### config.mk
export PLATFORM = sky130hd
export DESIGN_NAME = uart_rx_word_assembler
export DESIGN_NICKNAME = d
export VERILOG_FILES = /design/src/rtl/uart_pkg.sv /design/src/rtl/uart_rx_idle_timer.sv /design/src/rtl/uart_rx_word_assembler.sv
export SDC_FILE = /design/constraint.sdc
export NUM_CORES = 1
export LEC_CHECK = 0
export ABC_AREA = 0
export CAP_MARGIN = 20
export CORE_UTILIZATION = 52
export DETAILED_ROUTE_END_ITERATION = 8
export GPL_TIMING_DRIVEN = 0
export PLACE_DENSITY = 0.79
export SETUP_SLACK_MARGIN = 0.2
export SLEW_MARGIN = 20
export SYNTH_ARGS = -nofsm -noshare
export SYNTH_HDL_FRONTEND = slang
export SYNTH_SLANG_ARGS = --single-unit
### constraint.sdc
create_clock -name i_clk -period 1.86 [get_ports i_clk]
set_input_delay 0.279 -clock i_clk [delete_from_list [all_inputs] [get_ports i_clk]]
set_output_delay 0.279 -clock i_clk [all_outputs]
set_load 0.03 [all_outputs]
### src/rtl/uart_pkg.sv
// Shared definitions for the UART receive word assembler: state encoding,
// byte width and word-geometry helpers.
package uart_pkg;

  localparam int unsigned UART_BYTE_W = 8;

  typedef enum logic [1:0] {
    IDLE,
    COLLECT,
    PUSH,
    HOLD
  } rx_asm_state_e;

  function automatic int unsigned calc_nb(input int unsigned data_bits);
    return data_bits / UART_BYTE_W;
  endfunction

  function automatic int unsigned calc_cnt_w(input int unsigned data_bits);
    int unsigned nb;
    nb = data_bits / UART_BYTE_W;
    return (nb > 1) ? $clog2(nb) : 1;
  endfunction

endpackage

### src/rtl/uart_rx_idle_timer.sv
// Inter-byte idle counter: clears on a byte, counts while enabled and
// flags expiry in the cycle the count reaches LIMIT-1 with no byte.
module uart_rx_idle_timer #(
  parameter int unsigned LIMIT = 100000
) (
  input  logic i_clk,
  input  logic i_reset_n,
  input  logic i_clear,
  input  logic i_enable,
  output logic o_expire
);

  localparam int unsigned TW = $clog2(LIMIT);
  localparam logic [TW-1:0] LAST = TW'(LIMIT - 1);

  logic [TW-1:0] r_count;

  assign o_expire = i_enable && !i_clear && (r_count == LAST);

  always_ff @(posedge i_clk or negedge i_reset_n) begin
    if (!i_reset_n) begin
      r_count <= '0;
    end else if (i_clear || !i_enable || o_expire) begin
      r_count <= '0;
    end else begin
      r_count <= r_count + 1'b1;
    end
  end

endmodule

### src/rtl/uart_rx_word_assembler.sv
// Packs received UART bytes little-endian into DATA_BITS words for the RX FIFO.
// Optional partial-word timeout is built only when UART_RX_ASM_TIMEOUT_EN is defined.
module uart_rx_word_assembler
  import uart_pkg::*;
#(
  parameter int unsigned DATA_BITS      = 32,
  parameter int unsigned TIMEOUT_CYCLES = 100000
) (
  input  logic                 i_clk,
  input  logic                 i_reset_n,
  input  logic                 i_rx_done,
  input  logic [7:0]           i_rx_data,
  input  logic                 i_fifo_full,
  output logic                 o_fifo_wr,
  output logic [DATA_BITS-1:0] o_fifo_data,
  output logic                 o_overflow,
  input  logic                 i_clear_overflow,
  output logic                 o_busy,
  output logic                 o_timeout
);

  localparam int unsigned    NB   = calc_nb(DATA_BITS);
  localparam int unsigned    CW   = calc_cnt_w(DATA_BITS);
  localparam logic [CW-1:0]  LAST = CW'(NB - 1);

  if ((DATA_BITS % UART_BYTE_W) != 0 || DATA_BITS < 16) begin : g_bad_data_bits
    $error("DATA_BITS must be a multiple of 8 and at least 16");
  end
  if (TIMEOUT_CYCLES < 2) begin : g_bad_timeout
    $error("TIMEOUT_CYCLES must be at least 2");
  end

  rx_asm_state_e          r_state;
  logic [CW-1:0]          r_cnt;
  logic [DATA_BITS-1:0]   r_asm;
  logic [DATA_BITS-1:0]   r_fifo_data;
  logic                   r_fifo_wr;
  logic                   r_overflow;
  logic                   r_timeout;
  logic                   w_expire;

`ifdef UART_RX_ASM_TIMEOUT_EN
  uart_rx_idle_timer #(
    .LIMIT(TIMEOUT_CYCLES)
  ) u_idle_timer (
    .i_clk    (i_clk),
    .i_reset_n(i_reset_n),
    .i_clear  (i_rx_done),
    .i_enable (r_state == COLLECT),
    .o_expire (w_expire)
  );
`else
  assign w_expire = 1'b0;
`endif

  always_ff @(posedge i_clk or negedge i_reset_n) begin
    if (!i_reset_n) begin
      r_state     <= IDLE;
      r_cnt       <= '0;
      r_asm       <= '0;
      r_fifo_data <= '0;
      r_fifo_wr   <= 1'b0;
      r_overflow  <= 1'b0;
      r_timeout   <= 1'b0;
    end else begin
      r_fifo_wr <= 1'b0;
      r_timeout <= 1'b0;

      // A byte dropped in HOLD outranks a simultaneous clear.
      if (r_state == HOLD && i_rx_done) begin
        r_overflow <= 1'b1;
      end else if (i_clear_overflow) begin
        r_overflow <= 1'b0;
      end

      case (r_state)
        IDLE: begin
          if (i_rx_done) begin
            r_asm[UART_BYTE_W-1:0] <= i_rx_data;
            r_cnt                  <= CW'(1);
            r_state                <= COLLECT;
          end
        end

        COLLECT: begin
          if (i_rx_done) begin
            r_asm[UART_BYTE_W*r_cnt +: UART_BYTE_W] <= i_rx_data;
            if (r_cnt == LAST) begin
              r_fifo_data <= {i_rx_data, r_asm[DATA_BITS-UART_BYTE_W-1:0]};
              r_cnt       <= '0;
              if (!i_fifo_full) begin
                r_state   <= PUSH;
                r_fifo_wr <= 1'b1;
              end else begin
                r_state   <= HOLD;
              end
            end else begin
              r_cnt <= r_cnt + 1'b1;
            end
          end else if (w_expire) begin
            r_cnt     <= '0;
            r_state   <= IDLE;
            r_timeout <= 1'b1;
          end
        end

        PUSH: begin
          // Output word lives in its own register, so the next word can start here.
          if (i_rx_done) begin
            r_asm[UART_BYTE_W-1:0] <= i_rx_data;
            r_cnt                  <= CW'(1);
            r_state                <= COLLECT;
          end else begin
            r_state <= IDLE;
          end
        end

        HOLD: begin
          if (!i_fifo_full) begin
            r_state   <= PUSH;
            r_fifo_wr <= 1'b1;
          end
        end

        default: begin
          r_state <= IDLE;
          r_cnt   <= '0;
        end
      endcase
    end
  end

  assign o_fifo_wr   = r_fifo_wr;
  assign o_fifo_data = r_fifo_data;
  assign o_overflow  = r_overflow;
  assign o_busy      = (r_state != IDLE);
  assign o_timeout   = r_timeout;

endmodule
==> out/qor.csv <==
metric,value,unit
status,completed,
Worst Path Arrival,1.34,ns
IO Count,49,
maximum clock frequency,0.6179,GHz
CP Class,register to primary output,
detailed placer's ending HPWL,3.675,mm
crit start category,register,
vias in the first global route,1835,
Worst path slowest cell,dfrtp_2,
Synth cell types,27,
fin crit period,1.618,ns
layout cell share with drive strength beyond 1,25.61,%
hold path depth,3,
CP max stage delay,0.41,ns
DR iter-0 viols,68,
via count,1854,
leakage power total,0.002029,uW
Area Growth Syn to Fin,33.77,%
pwr dens,1699,mW/mm^2
Critical Path RT,1.58,ns
depth of the CTS H-tree,3,
antenna cells,0,
unrepaired setup endpoints after global routing,yes,
final cycle utilization of the critical path,87.01,%
Place WS,0.04290,ns
average wire per standard cell,15.41,um
gpl congestion,0.8015,
Nets,305,
worst skew pair latency,0.34,ns
TritonRoute pass-1 iters,5,
Root Buffer Master,clkbuf_8,
YS warnings,0,
clk buf depth,2,
Final WS setup,0.2417,ns
Critical Path Fanout Max,10,
drt total wl,5.486,mm
Filler Cell Count,333,
antenna-violating nets left,0,
hold crit path type,primary input to register,
final hold viol count,0,
Rows,25,
# clock sinks,62,
largest net degree at the start of global routing,51,
max-slew violation count,0,
Vias/cell,5.208,
clk slew on worst S/H paths,0.07,ns
Worst R2R Path Depth,5,
die height,73.47,um
peak supply drop,0.0009251,V
synth top area cells,"dfrtp_1 (58%), mux2_4 (14%), nand2_1 (6.9%)",
CORE AREA,0.004817,sq mm
Initial Utilization,55.14,%
sequential fraction of the synthesis area,58.41,%
CTS tree,yes,
CP cell instances,buf_6 -> or2_2 -> buf_6,
gr usage total,23.30,%
Max-Cap Viols,0,
Syn Inst Count,221,
mapped cell area,0.002656,sq mm
Final setup viols,0,
Setup Skew,0.007007,ns
syn_nets,239,
crit-path most repeated cell,buf_6,
hold_ws,0.3120,ns
cell taking the most area after synthesis,dfrtp_1,
first-pass GRT wire length,8.942,mm
Die X,73.47,um
grt ovf,0,
DRC,0,
post-synth top area share,58.41,%
synthesized area per cell,12.02,sq um
port bufs,46,
die area,0.005398,sq mm
final setup TNS,0,ns
CP Capture Type,primary output,
Num CTS Buffers,9,
initial antenna violation count,0,
Synth Register Bits,62,
==> per-layer routing <==
layer | vias up | routed length (um) | GRT usage (%)
met2 | 59 | 2776 | 37.21
met3 | 14 | 294 | 7.270
li1 | 885 | - | -
met5 | - | 0 | 0
met4 | 0 | 135 | 10.68
met1 | 896 | 2280 | 29.10
==> synthesized netlist by cell type, drive strengths merged <==
cell type / number
or2: 1
and3b: 1
nor2: 2
o31a: 2
clkbuf: 4
a21oi: 3
conb: 1
ha: 5
o32ai: 8
buf: 9
nand3: 1
mux2: 24
dfrtp: 62
nor2b: 1
nor3b: 2
inv: 12
o21ai: 28
nand2b: 1
nand4b: 4
nand2: 49
and2: 1
==> flip-flops by register name, summed over array words and instances, names as in the netlist <==
name	flops
o_fifo_data	32
r_asm	24
r_cnt	2
r_state	2
o_fifo_wr	1
o_overflow	1
==> critical path: cells and delay by family (launching register included) <==
kind | cells | cell delay (ns)
simple gates | 1 | 0.30
buf+inv | 2 | 0.28
flops | 1 | 0.41
==> stage by stage <==
stage	std cells	total power [uW]	util, %	area [sq um]
2_1_floorplan	221	3906	-	2656
3_3_place_gp	334	4792	66.44	3201
3_5_place_dp	335	4890	66.96	3226
4_1_cts	352	5951	71.22	3431
5_1_grt	356	6392	73.77	3553
6_report	356	6039	73.77	3553
==> power breakdown <==
group,switching [uW],internal (uW),leakage [uW]
logic,1600,1280,0.00112
clock network,485,528,0.0000869
registers,278,1870,0.000826
total,2360,3680,0.00203
==> path summary, 6_finish.rpt <==
check	slack (ns)	startpoint	end
max	0.24	r_state[0]	o_busy
max in group asynchronous	1.04	i_reset_n	r_state[0]
max reg2reg	0.25	r_cnt[1]	r_asm[5]
min in group asynchronous	0.34	i_reset_n	o_fifo_data[11]
min	0.31	i_rx_done	r_asm[0]
min reg2reg	0.47	o_fifo_data[5]	o_fifo_data[5]
==> kinds of logic after synthesis <==
kind of cell,after synthesis,share of synthesized area [%]
AND/OR/NAND/NOR,63,11.31
flip-flops,62,58.41
AO/OA/AOI/OAI,41,9.138
buffers and inverters,25,5.087
multiplexers,24,13.57
adder cells (fa/ha/maj),5,2.355
other,1,0.1412
==> cell type report <==
cell class                      count  area, sq um  area share (%)
Clock inverter                      2        10.01          0.2817
Timing Repair Buffer               55        583.1           16.41
Inverter                           12        45.04           1.268
Buffer                             13        97.59           2.746
Clock buffer                       11        151.4           4.261
Tap cell                           67        83.83           2.359
Sequential cell                    62         1554           43.73
Multi-Input combinational cell    134         1028           28.94
==> what timing repair did <==
item	in CTS	in global routing
hold endpoints to repair	12	0
setup endpoints to repair	30	28
pin swaps	1	1
resized for setup	28	32
hold buffers	1	0
buffers inserted	3	4
==> placed cells by master, fill, tap and decap left out, types with 2 or more instances in the layout <==
cell | netlist | final
inv_1 | 12 | 10
nand2_1 | 49 | 49
clkbuf_2 | 2 | 3
o32ai_1 | 8 | 3
dfrtp_1 | 62 | 60
inv_2 | 0 | 2
buf_6 | 4 | 6
clkbuf_8 | 0 | 11
o32ai_2 | 0 | 5
dlygate4sd2_1 | 0 | 13
clkdlybuf4s50_1 | 0 | 11
dlymetal6s2s_1 | 0 | 20
clkinv_2 | 0 | 2
nor2_1 | 2 | 2
dfrtp_2 | 0 | 2
mux2_4 | 24 | 24
a21oi_1 | 3 | 2
ha_1 | 5 | 4
o21ai_1 | 3 | 4
o21ai_0 | 25 | 24
buf_2 | 4 | 3
buf_4 | 1 | 9
nand4b_1 | 3 | 3
Note: power is estimated with default switching activity, not from simulation.
